$ cat config.mk
export PLATFORM = sky130hd
export DESIGN_NAME = axi_arbiter_flat
export DESIGN_NICKNAME = d
export VERILOG_FILES = /design/src/rtl/axi_arbiter_pkg.sv /design/src/rtl/axi_arbiter_if.sv /design/src/rtl/axi_arbiter.sv /design/src/flat_wrapper.sv
export SDC_FILE = /design/constraint.sdc
export NUM_CORES = 1
export LEC_CHECK = 0
export CORE_AREA = 5 5 138 140
export DETAILED_ROUTE_END_ITERATION = 8
export DIE_AREA = 0 0 143 145
export DONT_BUFFER_PORTS = 1
export PLACE_DENSITY = 0.31
export REMOVE_ABC_BUFFERS = 1
export SYNTH_ARGS = -nofsm -noshare
export SYNTH_HDL_FRONTEND = slang
export SYNTH_SLANG_ARGS = --single-unit
$ cat constraint.sdc
create_clock -name clk -period 1.7 [get_ports clk]
set_input_delay 0.34 -clock clk [delete_from_list [all_inputs] [get_ports clk]]
set_output_delay 0.34 -clock clk [all_outputs]
set_load 0.01 [all_outputs]
$ cat src/rtl/axi_arbiter_pkg.sv
// Shared types and bus widths for the two-master AXI-lite arbiter in front of xbar.
package arb_pkg;

  localparam int AXI_ADDR_BUS  = 32;
  localparam int AXI_DATA_BUS  = 32;
  localparam int AXI_RESP_BUS  = 2;
  localparam int AXI_WSTRB_BUS = 4;

  typedef enum logic [1:0] {
    IDLE,
    GNT_M0_RD,
    GNT_M1_RD,
    GNT_M1_WR
  } arb_state_t;

  // Encodings held in last_gnt: which master completed the most recent grant.
  localparam logic MST_M0 = 1'b0;
  localparam logic MST_M1 = 1'b1;

endpackage

$ cat src/rtl/axi_arbiter_if.sv
// AXI-lite bundle; master drives requests, slave answers. rd_slave is the read-only view used for the IFU.
interface axi_arbiter_if;
  import arb_pkg::*;

  logic [AXI_ADDR_BUS-1:0]  araddr;
  logic                     arvalid;
  logic                     arready;
  logic [AXI_DATA_BUS-1:0]  rdata;
  logic [AXI_RESP_BUS-1:0]  rresp;
  logic                     rvalid;
  logic                     rready;
  logic [AXI_ADDR_BUS-1:0]  awaddr;
  logic                     awvalid;
  logic                     awready;
  logic [AXI_DATA_BUS-1:0]  wdata;
  logic [AXI_WSTRB_BUS-1:0] wstrb;
  logic                     wvalid;
  logic                     wready;
  logic [AXI_RESP_BUS-1:0]  bresp;
  logic                     bvalid;
  logic                     bready;

  modport master (
    output araddr, arvalid, rready, awaddr, awvalid, wdata, wstrb, wvalid, bready,
    input  arready, rdata, rresp, rvalid, awready, wready, bresp, bvalid
  );

  modport slave (
    input  araddr, arvalid, rready, awaddr, awvalid, wdata, wstrb, wvalid, bready,
    output arready, rdata, rresp, rvalid, awready, wready, bresp, bvalid
  );

  modport rd_slave (
    input  araddr, arvalid, rready,
    output arready, rdata, rresp, rvalid
  );

endinterface

$ cat src/rtl/axi_arbiter.sv
// Round-robin arbiter sharing the xbar AXI-lite master port between IFU (m0, read-only) and LSU (m1).
// One whole transaction is granted at a time; channels are wired combinationally, nothing is buffered.
module axi_arbiter
  import arb_pkg::*;
(
  input  logic            clk,
  input  logic            rst_n,
  axi_arbiter_if.rd_slave m0,
  axi_arbiter_if.slave    m1,
  axi_arbiter_if.master   arbiter_xbar
);

  arb_state_t state_q, state_d;
  logic       last_gnt_q, last_gnt_d;
  logic       req0, req1, m1_wr_pend;

  assign req0       = m0.arvalid;
  assign m1_wr_pend = m1.awvalid | m1.wvalid;
  assign req1       = m1.arvalid | m1_wr_pend;

  always_ff @(posedge clk or negedge rst_n) begin
    if (!rst_n) begin
      state_q    <= IDLE;
      last_gnt_q <= MST_M1;
    end else begin
      state_q    <= state_d;
      last_gnt_q <= last_gnt_d;
    end
  end

  always_comb begin
    state_d    = state_q;
    last_gnt_d = last_gnt_q;
    unique case (state_q)
      IDLE: begin
        // m1 wins when alone or when m0 owned the last completed grant
        if (req1 && (!req0 || last_gnt_q == MST_M0)) begin
          state_d = m1_wr_pend ? GNT_M1_WR : GNT_M1_RD;
        end else if (req0) begin
          state_d = GNT_M0_RD;
        end
      end
      GNT_M0_RD: begin
        if (arbiter_xbar.rvalid && m0.rready) begin
          state_d    = IDLE;
          last_gnt_d = MST_M0;
        end
      end
      GNT_M1_RD: begin
        if (arbiter_xbar.rvalid && m1.rready) begin
          state_d    = IDLE;
          last_gnt_d = MST_M1;
        end
      end
      GNT_M1_WR: begin
        if (arbiter_xbar.bvalid && m1.bready) begin
          state_d    = IDLE;
          last_gnt_d = MST_M1;
        end
      end
      default: state_d = IDLE;
    endcase
  end

  always_comb begin
    arbiter_xbar.araddr  = '0;
    arbiter_xbar.arvalid = 1'b0;
    arbiter_xbar.rready  = 1'b0;
    arbiter_xbar.awaddr  = '0;
    arbiter_xbar.awvalid = 1'b0;
    arbiter_xbar.wdata   = '0;
    arbiter_xbar.wstrb   = '0;
    arbiter_xbar.wvalid  = 1'b0;
    arbiter_xbar.bready  = 1'b0;
    m0.arready = 1'b0;
    m0.rdata   = '0;
    m0.rresp   = '0;
    m0.rvalid  = 1'b0;
    m1.arready = 1'b0;
    m1.rdata   = '0;
    m1.rresp   = '0;
    m1.rvalid  = 1'b0;
    m1.awready = 1'b0;
    m1.wready  = 1'b0;
    m1.bresp   = '0;
    m1.bvalid  = 1'b0;
    unique case (state_q)
      GNT_M0_RD: begin
        arbiter_xbar.araddr  = m0.araddr;
        arbiter_xbar.arvalid = m0.arvalid;
        arbiter_xbar.rready  = m0.rready;
        m0.arready = arbiter_xbar.arready;
        m0.rdata   = arbiter_xbar.rdata;
        m0.rresp   = arbiter_xbar.rresp;
        m0.rvalid  = arbiter_xbar.rvalid;
      end
      GNT_M1_RD: begin
        arbiter_xbar.araddr  = m1.araddr;
        arbiter_xbar.arvalid = m1.arvalid;
        arbiter_xbar.rready  = m1.rready;
        m1.arready = arbiter_xbar.arready;
        m1.rdata   = arbiter_xbar.rdata;
        m1.rresp   = arbiter_xbar.rresp;
        m1.rvalid  = arbiter_xbar.rvalid;
      end
      GNT_M1_WR: begin
        arbiter_xbar.awaddr  = m1.awaddr;
        arbiter_xbar.awvalid = m1.awvalid;
        arbiter_xbar.wdata   = m1.wdata;
        arbiter_xbar.wstrb   = m1.wstrb;
        arbiter_xbar.wvalid  = m1.wvalid;
        arbiter_xbar.bready  = m1.bready;
        m1.awready = arbiter_xbar.awready;
        m1.wready  = arbiter_xbar.wready;
        m1.bresp   = arbiter_xbar.bresp;
        m1.bvalid  = arbiter_xbar.bvalid;
      end
      default: ;
    endcase
  end

endmodule

$ cat src/flat_wrapper.sv
// flat-port wrapper written by rule: the top's interface ports become plain ports
module axi_arbiter_flat import arb_pkg::*;
  (clk, rst_n, m0_araddr, m0_arvalid, m0_rready, m0_arready, m0_rdata, m0_rresp, m0_rvalid, m1_araddr, m1_arvalid, m1_rready, m1_awaddr, m1_awvalid, m1_wdata, m1_wstrb, m1_wvalid, m1_bready, m1_arready, m1_rdata, m1_rresp, m1_rvalid, m1_awready, m1_wready, m1_bresp, m1_bvalid, arbiter_xbar_araddr, arbiter_xbar_arvalid, arbiter_xbar_rready, arbiter_xbar_awaddr, arbiter_xbar_awvalid, arbiter_xbar_wdata, arbiter_xbar_wstrb, arbiter_xbar_wvalid, arbiter_xbar_bready, arbiter_xbar_arready, arbiter_xbar_rdata, arbiter_xbar_rresp, arbiter_xbar_rvalid, arbiter_xbar_awready, arbiter_xbar_wready, arbiter_xbar_bresp, arbiter_xbar_bvalid);
  axi_arbiter_if m0_i ();
  axi_arbiter_if m1_i ();
  axi_arbiter_if arbiter_xbar_i ();
  input  logic clk;
  input  logic rst_n;
  input wire logic [$bits(m0_i.araddr)-1:0] m0_araddr;
  input wire logic [$bits(m0_i.arvalid)-1:0] m0_arvalid;
  input wire logic [$bits(m0_i.rready)-1:0] m0_rready;
  output wire logic [$bits(m0_i.arready)-1:0] m0_arready;
  output wire logic [$bits(m0_i.rdata)-1:0] m0_rdata;
  output wire logic [$bits(m0_i.rresp)-1:0] m0_rresp;
  output wire logic [$bits(m0_i.rvalid)-1:0] m0_rvalid;
  input wire logic [$bits(m1_i.araddr)-1:0] m1_araddr;
  input wire logic [$bits(m1_i.arvalid)-1:0] m1_arvalid;
  input wire logic [$bits(m1_i.rready)-1:0] m1_rready;
  input wire logic [$bits(m1_i.awaddr)-1:0] m1_awaddr;
  input wire logic [$bits(m1_i.awvalid)-1:0] m1_awvalid;
  input wire logic [$bits(m1_i.wdata)-1:0] m1_wdata;
  input wire logic [$bits(m1_i.wstrb)-1:0] m1_wstrb;
  input wire logic [$bits(m1_i.wvalid)-1:0] m1_wvalid;
  input wire logic [$bits(m1_i.bready)-1:0] m1_bready;
  output wire logic [$bits(m1_i.arready)-1:0] m1_arready;
  output wire logic [$bits(m1_i.rdata)-1:0] m1_rdata;
  output wire logic [$bits(m1_i.rresp)-1:0] m1_rresp;
  output wire logic [$bits(m1_i.rvalid)-1:0] m1_rvalid;
  output wire logic [$bits(m1_i.awready)-1:0] m1_awready;
  output wire logic [$bits(m1_i.wready)-1:0] m1_wready;
  output wire logic [$bits(m1_i.bresp)-1:0] m1_bresp;
  output wire logic [$bits(m1_i.bvalid)-1:0] m1_bvalid;
  output wire logic [$bits(arbiter_xbar_i.araddr)-1:0] arbiter_xbar_araddr;
  output wire logic [$bits(arbiter_xbar_i.arvalid)-1:0] arbiter_xbar_arvalid;
  output wire logic [$bits(arbiter_xbar_i.rready)-1:0] arbiter_xbar_rready;
  output wire logic [$bits(arbiter_xbar_i.awaddr)-1:0] arbiter_xbar_awaddr;
  output wire logic [$bits(arbiter_xbar_i.awvalid)-1:0] arbiter_xbar_awvalid;
  output wire logic [$bits(arbiter_xbar_i.wdata)-1:0] arbiter_xbar_wdata;
  output wire logic [$bits(arbiter_xbar_i.wstrb)-1:0] arbiter_xbar_wstrb;
  output wire logic [$bits(arbiter_xbar_i.wvalid)-1:0] arbiter_xbar_wvalid;
  output wire logic [$bits(arbiter_xbar_i.bready)-1:0] arbiter_xbar_bready;
  input wire logic [$bits(arbiter_xbar_i.arready)-1:0] arbiter_xbar_arready;
  input wire logic [$bits(arbiter_xbar_i.rdata)-1:0] arbiter_xbar_rdata;
  input wire logic [$bits(arbiter_xbar_i.rresp)-1:0] arbiter_xbar_rresp;
  input wire logic [$bits(arbiter_xbar_i.rvalid)-1:0] arbiter_xbar_rvalid;
  input wire logic [$bits(arbiter_xbar_i.awready)-1:0] arbiter_xbar_awready;
  input wire logic [$bits(arbiter_xbar_i.wready)-1:0] arbiter_xbar_wready;
  input wire logic [$bits(arbiter_xbar_i.bresp)-1:0] arbiter_xbar_bresp;
  input wire logic [$bits(arbiter_xbar_i.bvalid)-1:0] arbiter_xbar_bvalid;
  assign m0_i.araddr = m0_araddr;
  assign m0_i.arvalid = m0_arvalid;
  assign m0_i.rready = m0_rready;
  assign m0_arready = m0_i.arready;
  assign m0_rdata = m0_i.rdata;
  assign m0_rresp = m0_i.rresp;
  assign m0_rvalid = m0_i.rvalid;
  assign m1_i.araddr = m1_araddr;
  assign m1_i.arvalid = m1_arvalid;
  assign m1_i.rready = m1_rready;
  assign m1_i.awaddr = m1_awaddr;
  assign m1_i.awvalid = m1_awvalid;
  assign m1_i.wdata = m1_wdata;
  assign m1_i.wstrb = m1_wstrb;
  assign m1_i.wvalid = m1_wvalid;
  assign m1_i.bready = m1_bready;
  assign m1_arready = m1_i.arready;
  assign m1_rdata = m1_i.rdata;
  assign m1_rresp = m1_i.rresp;
  assign m1_rvalid = m1_i.rvalid;
  assign m1_awready = m1_i.awready;
  assign m1_wready = m1_i.wready;
  assign m1_bresp = m1_i.bresp;
  assign m1_bvalid = m1_i.bvalid;
  assign arbiter_xbar_araddr = arbiter_xbar_i.araddr;
  assign arbiter_xbar_arvalid = arbiter_xbar_i.arvalid;
  assign arbiter_xbar_rready = arbiter_xbar_i.rready;
  assign arbiter_xbar_awaddr = arbiter_xbar_i.awaddr;
  assign arbiter_xbar_awvalid = arbiter_xbar_i.awvalid;
  assign arbiter_xbar_wdata = arbiter_xbar_i.wdata;
  assign arbiter_xbar_wstrb = arbiter_xbar_i.wstrb;
  assign arbiter_xbar_wvalid = arbiter_xbar_i.wvalid;
  assign arbiter_xbar_bready = arbiter_xbar_i.bready;
  assign arbiter_xbar_i.arready = arbiter_xbar_arready;
  assign arbiter_xbar_i.rdata = arbiter_xbar_rdata;
  assign arbiter_xbar_i.rresp = arbiter_xbar_rresp;
  assign arbiter_xbar_i.rvalid = arbiter_xbar_rvalid;
  assign arbiter_xbar_i.awready = arbiter_xbar_awready;
  assign arbiter_xbar_i.wready = arbiter_xbar_wready;
  assign arbiter_xbar_i.bresp = arbiter_xbar_bresp;
  assign arbiter_xbar_i.bvalid = arbiter_xbar_bvalid;
  axi_arbiter u_core (.clk(clk), .rst_n(rst_n), .m0(m0_i), .m1(m1_i), .arbiter_xbar(arbiter_xbar_i));
endmodule
-- After elaboration in Yosys (flattened, before gate mapping)
Index checks and enable logic that the tools add are counted.
- register bits after elaboration: 3
- logic and storage cells: 54
- eq/ne operators: 7
- mux-type cells: 32
- bitwise operators: 3
- reductions and logical operators: 10
- operators with widths (operator ; count):
    2-to-1 mux 32 bit ; 4
    one-hot mux 32 bit (2 select lines) ; 1
    2-to-1 mux 2 bit ; 8
    2-to-1 mux 1 bit ; 14
    one-hot mux 2 bit (4 select lines) ; 1
    AND reduction 4 bit ; 2
    != test 2 x 1 -> 1 bit (second input constant) ; 3
    equality test 2 bit (second input constant) ; 2
    logical AND 1 bit ; 4
    2-to-1 mux 4 bit ; 1
    one-hot mux 1 bit (2 select lines) ; 2
    != test 3 x 2 -> 1 bit (second input constant) ; 1
    one-hot mux 1 bit (3 select lines) ; 1
    nonzero test 3 bit ; 1
    equality test 2 x 1 -> 1 bit (second input constant) ; 1
    zero test 2 bit ; 1
    bitwise OR 1 bit ; 2
    zero test 1 bit ; 1
    logical OR 1 bit ; 1
    NOT 1 bit ; 1

-- Depth between registers and ports, before layout
Gate-level depths: netlist (run 1).
- depth after elaboration: 5
- gate-level depth with buffers: 6

-- Worst setup path after synthesis (run 1)
OpenSTA, ideal clock, no wires.
- path type: flip-flop to output port
- start point: reg u_core.state_q[0]
- end point: out arbiter_xbar_araddr[0]
- arrival: 1.351 ns
- path slack: 0.009 ns
- cell stages (with the launch flop): 7
- buffers on the path: 2
- path through: dfrtp_1 inv_1 ha_1 buf_2 clkbuf_1 a22oi_1 nor2b_1
- word-level cells in the longest chain between the ends: 2
- elaborated cells between the ends (all ways): 3
- RTL lines (what ; line ; source):
    start, declared ; axi_arbiter.sv:13 ; arb_state_t state_q, state_d;
    start signal, assigned ; axi_arbiter.sv:26 ; state_q <= state_d;
    equality test 2 bit / equality test 2 x 1 -> 1 bit (equally long branches) ; axi_arbiter.sv:87 ; unique case (state_q)
    one-hot mux 32 bit (2 select lines) * ; axi_arbiter.sv:87 ;
    end, declared ; flat_wrapper.sv:33 ; output wire logic [$bits(arbiter_xbar_i.araddr)-1:0] arbiter_xbar_araddr;
Every way passes the cells marked *; elsewhere a longest branch is shown, timed or not.

-- Worst setup path after layout (run 1)
- start point: reg u_core.state_q[0]
- end point: out m1_rdata[14]
- word-level cells in the longest chain between the ends: 2
- RTL lines (what ; line ; source):
    equality test 2 bit ; axi_arbiter.sv:87 ;
    2-to-1 mux 32 bit ; axi_arbiter.sv:87 ;
    end, declared ; flat_wrapper.sv:26 ; output wire logic [$bits(m1_i.rdata)-1:0] m1_rdata;
Every way passes these cells.

==> results of run 1 <==
[cells in the mapped netlist, drive strengths merged]
master / count
ha: 4
nor2b: 34
a22oi: 34
inv: 3
dfstp: 1
dfrtp: 2
nor3: 3
buf: 2
a311o: 1
a21boi: 1
and2: 148
mux2i: 1
or4: 1
nor2: 1
clkbuf: 25
nand3: 1
a32o: 1
nand2: 4
o21a: 1
a22o: 1
[logic make-up after synthesis]
family          after synthesis  synth area share
compound gates               39             0.176
fa+ha+maj                     4            0.0286
mux                           1           0.00572
flops                         3            0.0436
simple gates                192             0.677
buf+inv                      30            0.0693
[critical path, stage by stage (launching register included)]
cell and delay (ns):
dfrtp_1 0.41, inv_2 0.13, ha_4 0.22, buf_12 0.13, buf_16 0.15, buf_12 0.14, and2_4 0.15
[layout make-up]
type	instances	area, um^2
repair buffers	50	786
multi-input cells	236	2180
flip-flops and latches	3	76.3
well taps	229	287
inverters	3	13.8
fillers	1933	14300
clock buffers	4	78.8
[routing by layer]
layer	track usage	up-vias	part of all wire
li1	-	920	-
met1	0.120	1049	0.35
met2	0.222	222	0.54
met3	0.0257	9	0.098
met4	0.0195	0	0.014
met5	0	-	0
[metrics by stage]
stage / cell area, um^2 / power (mW) / hold WS [ns] / setup WS [ns] / TNS [ns]
2_1_floorplan: 1640 / 2.37 / 0.0444 / -0.648 / -73.53
3_3_place_gp: 2160 / 3.40 / 0.0446 / -0.0599 / -0.318
3_5_place_dp: 2160 / 3.45 / 0.0446 / -0.122 / -2.54
4_1_cts: 3120 / 6.23 / 0.358 / -0.210 / -16.04
5_1_grt: 3420 / 6.95 / 0.369 / -0.262 / -23.36
6_report: 3420 / 6.59 / 0.355 / -0.199 / -16.18
[registers in the layout, indices dropped and copies added, names as in the netlist]
name,cells
u_core.last_gnt_q,1
u_core.state_q,2
[worst min-delay path by stage]
stage                          start                       endpoint  slack, ns
final                     m1_arvalid  u_core.state_q[0]$_DFFE_PN0P_       0.36
after global routing      m1_arvalid  u_core.state_q[0]$_DFFE_PN0P_       0.37
after CTS                 m1_arvalid  u_core.state_q[0]$_DFFE_PN0P_       0.36
after detailed placement       rst_n  u_core.state_q[1]$_DFFE_PN0P_       0.04
after global placement         rst_n  u_core.state_q[1]$_DFFE_PN0P_       0.04
after floorplan                rst_n  u_core.state_q[0]$_DFFE_PN0P_       0.04
[report_power, final]
part           internal [mW]  switching [mW]
sequential             0.118          0.0281
clock                  0.310          0.0674
combinational           3.28            2.78
[repair_timing]
item	CTS	global route
hold endpoints to repair	3	0
pin swaps	24	7
gates resized for setup	140	84
buffers inserted	11	7
setup endpoints to repair	107	161
gates cloned	10	5
hold buffers	1	0
==> results.md, run 1 <==
* P&R area growth vs syn at 95.3%
* H-Tree Depth at 1
* Longest Clk Path Bufs at 2
* CTS tree: done
* Die span in y at 145 um
* Area contributors post-synth: and2_1, a22oi_1, nor2b_1
* Final cell count without fillers at 525
* Core ar. at 17700 um^2
* Antenna-violating nets left at 0
* #FFs+latches synth at 3
* WS Path Type: register to output pin
* Row count at 49
* Largest net degree at the start of global routing at 47
* Max_cap viols at 0
* Critical Path RT at 1.36 ns
* Die area at 20700 um^2
* # setup viols final at 155
* Hpwl dp at 9830 um
* Input/output buffers at 0
* Total CTS buffers at 3
* Failing checks: setup timing
* Slew Limit Fails at 0
* Worst Tran Pin Value at 0.272 ns
* Post-synth top area share at 0.529
* RSZ-0062 raised after global routing: true
* Worst Setup End Kind: output pin
* VDD IR-drop max at 0.000643 V
* Proportion of layout cells with a drive suffix above 1 at 0.831
* Post-synthesis sequential area ratio at 0.0436
* Root buf cell: clkbuf_16
* Status: finished, violations left
* Routed wire length at 13600 um
* FF-to-FF End: u_core.state_q[1]$_DFFE_PN0P_
* Crit path max fanout at 15
* Setup crit start kind: register
* Vias at 2200
* Diodes inserted at 0
* Routed WL per cell at 25.9 um
* Min-delay worst type: input pin to register
* Avg Inst Size Synth at 6.51 um^2
* RePlAce Congestion at 0.744
* Initial Util at 0.0988
* Pre-antenna DRT Iters at 4
* Commonest non-fill, non-tap cell in the layout: and2_4
* First-pass GRT wire length at 17000 um
* Cell taking the most area after synthesis: and2_1
* Skew-Pair Late Insertion Delay at 0.23 ns
* P per Cell Area at 1930 nW/um^2
* R2R cell count at 7
* Max Clk Rate at 527 MHz
* Worst Setup SP: u_core.state_q[0]$_DFFE_PN0P_
* CP endpoint: m1_rdata[14]
* Minimum clock period at 1.90 ns
* I/O pin cnt at 364
* Distinct cells, synth at 21
* Setup WS post-layout at -0.199 ns
* First DRT Iteration DRCs at 37
* Synth warn at 0
* Final net count at 483
* Hold Path Depth at 3
* Congestion Overflow GR at 0
* Clock Skews at 0.00147 ns
* CP arrival at 1.56 ns
* Mapped Cells at 269
* Hold Fails Final Rpt at 0
* DRC violations left at 0
* Slew HR at 0.817
* Lkg Pwr at 1.33 nW
* Dpl cells at 491
* Clock Pin Slew Worst Setup and Hold Paths at 0.03 ns
* CTS sink count at 3
* R2r startpoint: u_core.state_q[0]$_DFFE_PN0P_
* Initial antenna violation count at 0
* Final Core Density at 0.193
* Syn Std Cell Area at 1750 um^2
* Period utilisation layout at 1.12
* Die width at 143 um
* FF-to-FF setup slack at -0.20 ns
* Most frequent cells in the layout: and2_4, a22oi_2, and2_1
* DR vias/cell at 4.19
* GRT Util Overall at 0.112
* Number of global-route vias before repair at 2377
Note: power is estimated with default switching activity, not from simulation.
==> inputs of run 2 (changes only) <==
- ABC_AREA: not set -> 1
- CORE_AREA: 5 5 138 140 -> 5 5 137 139
- DIE_AREA: 0 0 143 145 -> 0 0 142 144
- PLACE_DENSITY: 0.31 -> 0.33
- SETUP_SLACK_MARGIN: not set -> 0.2
==> run 2 against run 1 <==
  * The flow still finishes with violations (setup timing)
  * Critical path depth unchanged
  * First-iteration DRC count up 89%
  * Sequential power down 4%
  * Synthesized cell count up 74%
  * Largest power group unchanged
  * Via count up 37%
  * Setup slack better by 0.020 ns
  * Routed wire length up 15%
  * Flip-flop and latch count unchanged
  * Critical endpoint is now arbiter_xbar_araddr[17]
  * Non-clock buffer count up 38
==> results.md, run 2 <==
* Status: finished, violations left
* Failing checks: setup timing
* First-pass GRT wire length at 19400 um (+14%)
* Critical Path RT at 1.36 ns (about the same)
* Number of synthesized flops with an enable pin at 0 (unchanged)
* Critical path's top delay family: buffers and inverters
* Hold_ws at 0.376 ns (+0.0206 ns)
* # setup viols final at 177 (+14%)
* Largest net degree at the start of global routing at 29 (-38%)
* Initial Util at 0.117 (+0.0182)
* Final net count at 719 (+49%)
* Post-place setup slack at -0.0502 ns (+0.0716 ns)
* Met3 WL at 1600 um (+20%)
* Highest Signal Layer: met4
* CP endpoint: arbiter_xbar_araddr[17]
* Max reg flops at 2 (unchanged)
* Number of global-route vias before repair at 2832 (+19%)
* Critical-path cell list: inv_2 -> ha_4 -> buf_12 -> nand2_1 -> a21oi_4 -> buf_4
* Row count at 49 (unchanged)
* Distinct cells, synth at 17 (-19%)
* Commonest non-fill, non-tap cell in the layout: nand2_1
* H-Tree Depth at 1 (unchanged)
* WS Path Type: register to output pin
* Metal2 WL at 8430 um (+14%)
* VDD IR-drop max at 0.000684 V (+6.4%)
* FF-to-FF setup slack at 0.05 ns (+0.25 ns)
* Max_cap viols at 0 (unchanged)
* Crit path max-delay cell type: dfrtp_1
* Cell taking the most area after synthesis: nand2_1
* Mapped Cells at 468 (+74%)
* Hpwl dp at 10400 um (+6.1%)
* Worst Setup End Kind: output pin
* Input/output buffers at 0 (unchanged)
* Dpl cells at 720 (+47%)
* Max incr delay on CP at 0.39 ns (-0.02 ns)
* Period utilisation layout at 1.11 (-0.0116)
* Diodes inserted at 0 (unchanged)
* CTS sink count at 3 (unchanged)
* CTS tree: done
* Syn Std Cell Area at 2050 um^2 (+17%)
* Die span in y at 144 um (-0.69%)
* Antenna-violating nets left at 0 (unchanged)
* Worst path bufs/invs at 3 (-1)
* Top-count cell post-synth: nand2_1
* Core ar. at 17500 um^2 (-1.0%)
* Skew-Pair Late Insertion Delay at 0.22 ns (about the same)
* Minimum clock period at 1.88 ns (-0.0197 ns)
* Filler cells at 1997 (+3.3%)
* R2r startpoint: u_core.state_q[1]$_DFFE_PN0P_
* Total power draw at 7.50 mW (+14%)
* Async set-reset flop share out of synthesis at 1.00 (unchanged)
* Post-synth top area share at 0.421 (-0.108)
* Initial antenna violation count at 0 (unchanged)
* CP arrival at 1.54 ns (-0.02 ns)
* DR vias/cell at 3.96 (-5.6%)
* Most frequent cells in the layout: nand2_1, inv_2, nand2_2
* Top flop regs: u_core.state_q: 2 flops, u_core.last_gnt_q: 1 flops
* Most frequent cells after synthesis: nand2_1, inv_1, a21oi_1
* Longest Clk Path Bufs at 2 (unchanged)
* Area contributors post-synth: nand2_1, inv_1, a21oi_1
* WL met1 at 5560 um (+18%)
* #FFs+latches synth at 3 (unchanged)
* Max Clk Rate at 532 MHz (+1.0%)
* Die area at 20400 um^2 (-1.4%)
* Lkg Pwr at 2.53 nW (+90%)
* Clock Skews at 0.00405 ns (+0.00258 ns)
* FF-to-FF End: u_core.state_q[0]$_DFFE_PN0P_
* Avg Inst Size Synth at 4.38 um^2 (-33%)
* DRC violations left at 0 (unchanged)
* Die width at 142 um (-0.70%)
* P&R area growth vs syn at 102%
* Top reg by flops: u_core.state_q
* First DRT Iteration DRCs at 70 (+89%)
* I/O pin cnt at 364 (unchanged)
* Final cell count without fillers at 761 (+45%)
* GRT Util Overall at 0.128 (+0.0159)
* RSZ-0062 raised after global routing: true
* Setup crit start kind: register
* Pre-antenna DRT Iters at 4 (unchanged)
* Crit path depth at 6 (unchanged)
* Slew HR at 0.832 (+0.0149)
* Slew Limit Fails at 0 (unchanged)
* Clock Pin Slew Worst Setup and Hold Paths at 0.03 ns (about the same)
* Synth warn at 0 (unchanged)
* Proportion of layout cells with a drive suffix above 1 at 0.701 (-0.130)
* Hold Fails Final Rpt at 0 (unchanged)
* Routed wire length at 15600 um (+15%)
* Total CTS buffers at 3 (unchanged)
* Ys flop type: dfrtp_1
* P per Cell Area at 1810 nW/um^2 (-5.9%)
* Routed WL per cell at 20.5 um (-21%)
* Congestion Overflow GR at 0 (unchanged)
* Design Area, Final at 4140 um^2 (+21%)
* RePlAce Congestion at 0.727 (-2.3%)
* Min-delay worst type: input pin to async pin
* Root buf cell: clkbuf_16
* Placed inst area at 2560 um^2 (+18%)
* Vias at 3011 (+37%)
* R2R cell count at 9 (+2)
* Crit path max fanout at 28 (+13)
* Post-synthesis sequential area ratio at 0.0372 (-0.00641)
* Worst Setup SP: u_core.state_q[1]$_DFFE_PN0P_
* Setup WS post-layout at -0.179 ns (+0.0197 ns)
* Worst Tran Pin Value at 0.252 ns (-0.0205 ns)
[run 2: changes by cell type in the layout (fill, tap and decap cells not counted), moves of 23 or more]
cell and change:
and2_4 -125, nand2_1 +111, inv_2 +109, nand2_2 +87, a22oi_2 -33, inv_1 +32
a21oi_2 +30, nand2_4 +30, buf_4 +28, and2_1 -23
[run 2: layer usage]
metal,vias to the layer above,track usage
li1,1407,-
met1,1379,0.141
met2,223,0.257
met3,2,0.0367
met4,0,0.000505
met5,-,0
[run 2: worst reg2reg max path, delay by kind of cell, from the launching register on]
kind | cells | cell delay [ns]
buffers and inverters | 4 | 0.55
DFF | 1 | 0.39
and+or+nand+nor | 3 | 0.24
adders and majority gates | 1 | 0.22
AOI/OAI and AO/OA | 1 | 0.12
[run 2: stage by stage]
| step | setup TNS (ns) | util |
|---|---|---|
| global placement | -0.0601 | 0.146 |
| CTS | -17.87 | 0.203 |
| floorplan | -117.65 | - |
| finish | -19.26 | 0.236 |
| global route | -29.10 | 0.236 |
| detailed placement | -0.0597 | 0.146 |
[run 2: area by class of cell]
cell class | instances | area [um^2] | share of cell area
inverter | 155 | 622 | 0.150
multi-input combinational | 282 | 1820 | 0.440
sequential | 3 | 76.3 | 0.0184
timing repair buffer | 88 | 1250 | 0.303
tap | 229 | 287 | 0.0692
clock buffer | 4 | 78.8 | 0.0190
[run 2: worst min path at each step]
stage | start | to | slack, ns | cells after the start
after floorplan | rst_n | u_core.state_q[0]$_DFFE_PN0P_ | 0.04 | 0
after global placement | rst_n | u_core.state_q[0]$_DFFE_PN0P_ | 0.04 | 0
after detailed placement | rst_n | u_core.state_q[0]$_DFFE_PN0P_ | 0.04 | 0
after CTS | rst_n | u_core.state_q[0]$_DFFE_PN0P_ | 0.38 | 1
after global routing | rst_n | u_core.state_q[1]$_DFFE_PN0P_ | 0.39 | 1
final | rst_n | u_core.state_q[0]$_DFFE_PN0P_ | 0.38 | 1
[run 2: what timing repair did]
action                                  in CTS  in global routing
pin swaps                                    1                  4
hold buffers                                 1                  0
endpoints found under the hold margin        3                  0
endpoints found under the setup margin     182                185
cloned                                      15                  6
buffers inserted                            11                  4
resized for setup                          220                137
[run 2: cells by family after synthesis]
| kind of cell | synth area share |
|---|---|
| AO/OA/AOI/OAI | 0.0902 |
| AND/OR/NAND/NOR | 0.457 |
| buffers and inverters | 0.391 |
| adder cells (fa/ha/maj) | 0.0244 |
| flip-flops | 0.0372 |
[run 2: power by group]
group	internal, mW	total, mW	switching (mW)
Combinational	3.16	6.99	3.83
Clock	0.310	0.376	0.0661
Sequential	0.113	0.140	0.0270
==> inputs of run 3 (changes only) <==
- CELL_PAD_IN_SITES_DETAIL_PLACEMENT: not set -> 0
- CELL_PAD_IN_SITES_GLOBAL_PLACEMENT: not set -> 1
- CORE_AREA: 5 5 137 139 -> 5 5 138 140
- DIE_AREA: 0 0 142 144 -> 0 0 143 145
- PLACE_DENSITY: 0.33 -> 0.46
==> run 3 against run 2 <==
  * The flow still finishes with violations (setup timing)
  * Total power fell by 16%
  * Worst hold slack improved by 0.0014 ns
  * Critical path depth rose by 1
  * Sequential share of layout area rose by 0.35 points
  * Largest power group unchanged
==> results.md, run 3 (synthesized netlist as in run 2, its figures left out) <==
* Status: finished, violations left
* Failing checks: setup timing
* Crit path max fanout at 10 (-64%)
* Die span in y at 145 um (+0.69%)
* Slew HR at 0.864 (+0.0315)
* Lkg Pwr at 2.18 nW (-14%)
* Setup crit start kind: register
* Die area at 20700 um^2 (+1.4%)
* RSZ-0062 raised after global routing: true
* Antenna-violating nets left at 0 (unchanged)
* Longest Clk Path Bufs at 2 (unchanged)
* P per Cell Area at 1810 nW/um^2 (about the same)
* Filler cells at 2098 (+5.1%)
* FF-to-FF setup slack at 0.14 ns (+0.09 ns)
* CP arrival at 1.53 ns (about the same)
* Skew-Pair Late Insertion Delay at 0.22 ns (about the same)
* Pre-antenna DRT Iters at 4 (unchanged)
* DRC violations left at 0 (unchanged)
* # setup viols final at 169 (-4.5%)
* Register area at 76.3 um^2 (unchanged)
* Initial antenna violation count at 1 (+1)
* VDD IR-drop max at 0.000703 V (+2.8%)
* Hpwl dp at 11700 um (+12%)
* Minimum clock period at 1.87 ns (-0.00923 ns)
* CTS tree: done
* Critical Path RT at 1.36 ns (about the same)
* Slew Limit Fails at 0 (unchanged)
* Input/output buffers at 0 (unchanged)
* FF-to-FF End: u_core.state_q[1]$_DFFE_PN0P_
* Worst Setup SP: u_core.state_q[0]$_DFFE_PN0P_
* Top flop regs: u_core.state_q: 2 flops, u_core.last_gnt_q: 1 flops
* Max_cap viols at 0 (unchanged)
* Hold Fails Final Rpt at 0 (unchanged)
* Dpl cells at 721 (+0.14%)
* Routed wire length at 15900 um (+1.7%)
* RePlAce Congestion at 0.793 (+9.0%)
* DR vias/cell at 3.91 (-1.1%)
* WS Path Type: register to output pin
* Vias at 2951 (-2.0%)
* Congestion Overflow GR at 0 (unchanged)
* Core ar. at 17700 um^2 (+1.0%)
* Largest net degree at the start of global routing at 25 (-14%)
* P&R area growth vs syn at 69.8%
* Clock Skews at 0.000699 ns (-0.00335 ns)
* Max reg flops at 2 (unchanged)
* Commonest non-fill, non-tap cell in the layout: nand2_1
* Worst Tran Pin Value at 0.205 ns (-0.0469 ns)
* Final net count at 711 (-1.1%)
* Total CTS buffers at 3 (unchanged)
* First DRT Iteration DRCs at 60 (-14%)
* I/O pin cnt at 364 (unchanged)
* Top reg by flops: u_core.state_q
* First-pass GRT wire length at 19800 um (+2.2%)
* Worst Setup End Kind: output pin
* Root buf cell: clkbuf_16
* H-Tree Depth at 1 (unchanged)
* Initial Util at 0.116 (-0.00121)
* Number of global-route vias before repair at 2964 (+4.7%)
* Row count at 49 (unchanged)
* Most frequent cells in the layout: nand2_1, inv_2, nand2_2
* Setup WS post-layout at -0.170 ns (+0.00923 ns)
* R2R cell count at 8 (-1)
* Routed WL per cell at 21.1 um (+2.7%)
* Proportion of layout cells with a drive suffix above 1 at 0.540 (-0.161)
* Die width at 143 um (+0.70%)
* R2r startpoint: u_core.state_q[1]$_DFFE_PN0P_
* Period utilisation layout at 1.10 (-0.00543)
* Min-delay worst type: input pin to async pin
* Area of the multi-input gates at 1390 um^2 (-24%)
* GRT Util Overall at 0.127 (-0.00124)
* Clock Pin Slew Worst Setup and Hold Paths at 0.03 ns (about the same)
* CTS sink count at 3 (unchanged)
* Max Clk Rate at 535 MHz (+0.49%)
* CP endpoint: m0_rdata[30]
* Final cell count without fillers at 754 (-0.92%)
* Hold_ws at 0.377 ns (+0.00141 ns)
[run 3: changes by cell type in the layout (fill, tap and decap cells not counted), moves of 4 or more]
cell and change:
nand2_2 -44, nand2_1 +74, buf_16 -5, buf_4 -4, inv_4 -10, a21oi_2 -11, a21oi_1 +13, inv_2 +19
inv_1 -8, nand2_4 -29
[run 3: worst min path at each step]
stage / start / to / slack, ns / cells past startpoint
final: rst_n / u_core.state_q[0]$_DFFE_PN0P_ / 0.38 / 1
after global routing: rst_n / u_core.state_q[0]$_DFFE_PN0P_ / 0.40 / 1
after CTS: rst_n / u_core.state_q[0]$_DFFE_PN0P_ / 0.39 / 1
after detailed placement: rst_n / u_core.state_q[0]$_DFFE_PN0P_ / 0.04 / 0
after global placement: rst_n / u_core.state_q[0]$_DFFE_PN0P_ / 0.04 / 0
after floorplan: rst_n / u_core.state_q[0]$_DFFE_PN0P_ / 0.04 / 0
[run 3: per-stage QoR]
step / worst slack [ns] / cell area (um^2) / utilization / power [mW] / TNS, ns
3_3_place_gp: 0.00906 / 2580 / 0.145 / 3.90 / 0
5_1_grt: -0.221 / 3480 / 0.197 / 6.80 / -24.87
2_1_floorplan: -0.755 / 1830 / - / 2.36 / -117.65
4_1_cts: -0.154 / 3190 / 0.180 / 5.60 / -10.50
6_report: -0.170 / 3480 / 0.197 / 6.32 / -13.14
3_5_place_dp: 0.000749 / 2580 / 0.145 / 3.89 / 0
[run 3: layer usage]
layer | GRT usage | vias up | routed length (um)
met4 | 0.0233 | 0 | 206
met1 | 0.118 | 1332 | 5020
met5 | 0 | - | 0
met3 | 0.0438 | 10 | 1880
li1 | - | 1384 | -
met2 | 0.261 | 225 | 8780
[run 3: critical path: stages, from the launching register on]
cell	delay (ns)
dfrtp_1	0.39
buf_4	0.15
ha_4	0.21
buf_12	0.14
buf_16	0.15
buf_4	0.15
nand2_1	0.06
inv_2	0.05
[run 3: timing repair]
action                                  4_1_cts  5_1_grt
hold endpoints to repair                      3        0
endpoints found under the setup margin      182      185
gates cloned                                 10        6
hold buffers                                  1        0
gates resized for setup                     154       76
pin swaps                                     2        1
buffers inserted                              6        5
[run 3: area by class of cell]
cell class / instances / area share
multi-input cells: 282 / 0.399
inverters: 155 / 0.168
repair buffers: 80 / 0.306
well taps: 229 / 0.0823
clock buffers: 4 / 0.0226
diodes: 1 / 0.000718
flip-flops and latches: 3 / 0.0219
[run 3: report_power, final]
part	internal, mW	switching (mW)
Combinational	2.50	3.31
Sequential	0.113	0.0253
Clock	0.309	0.0624
Total	2.92	3.40
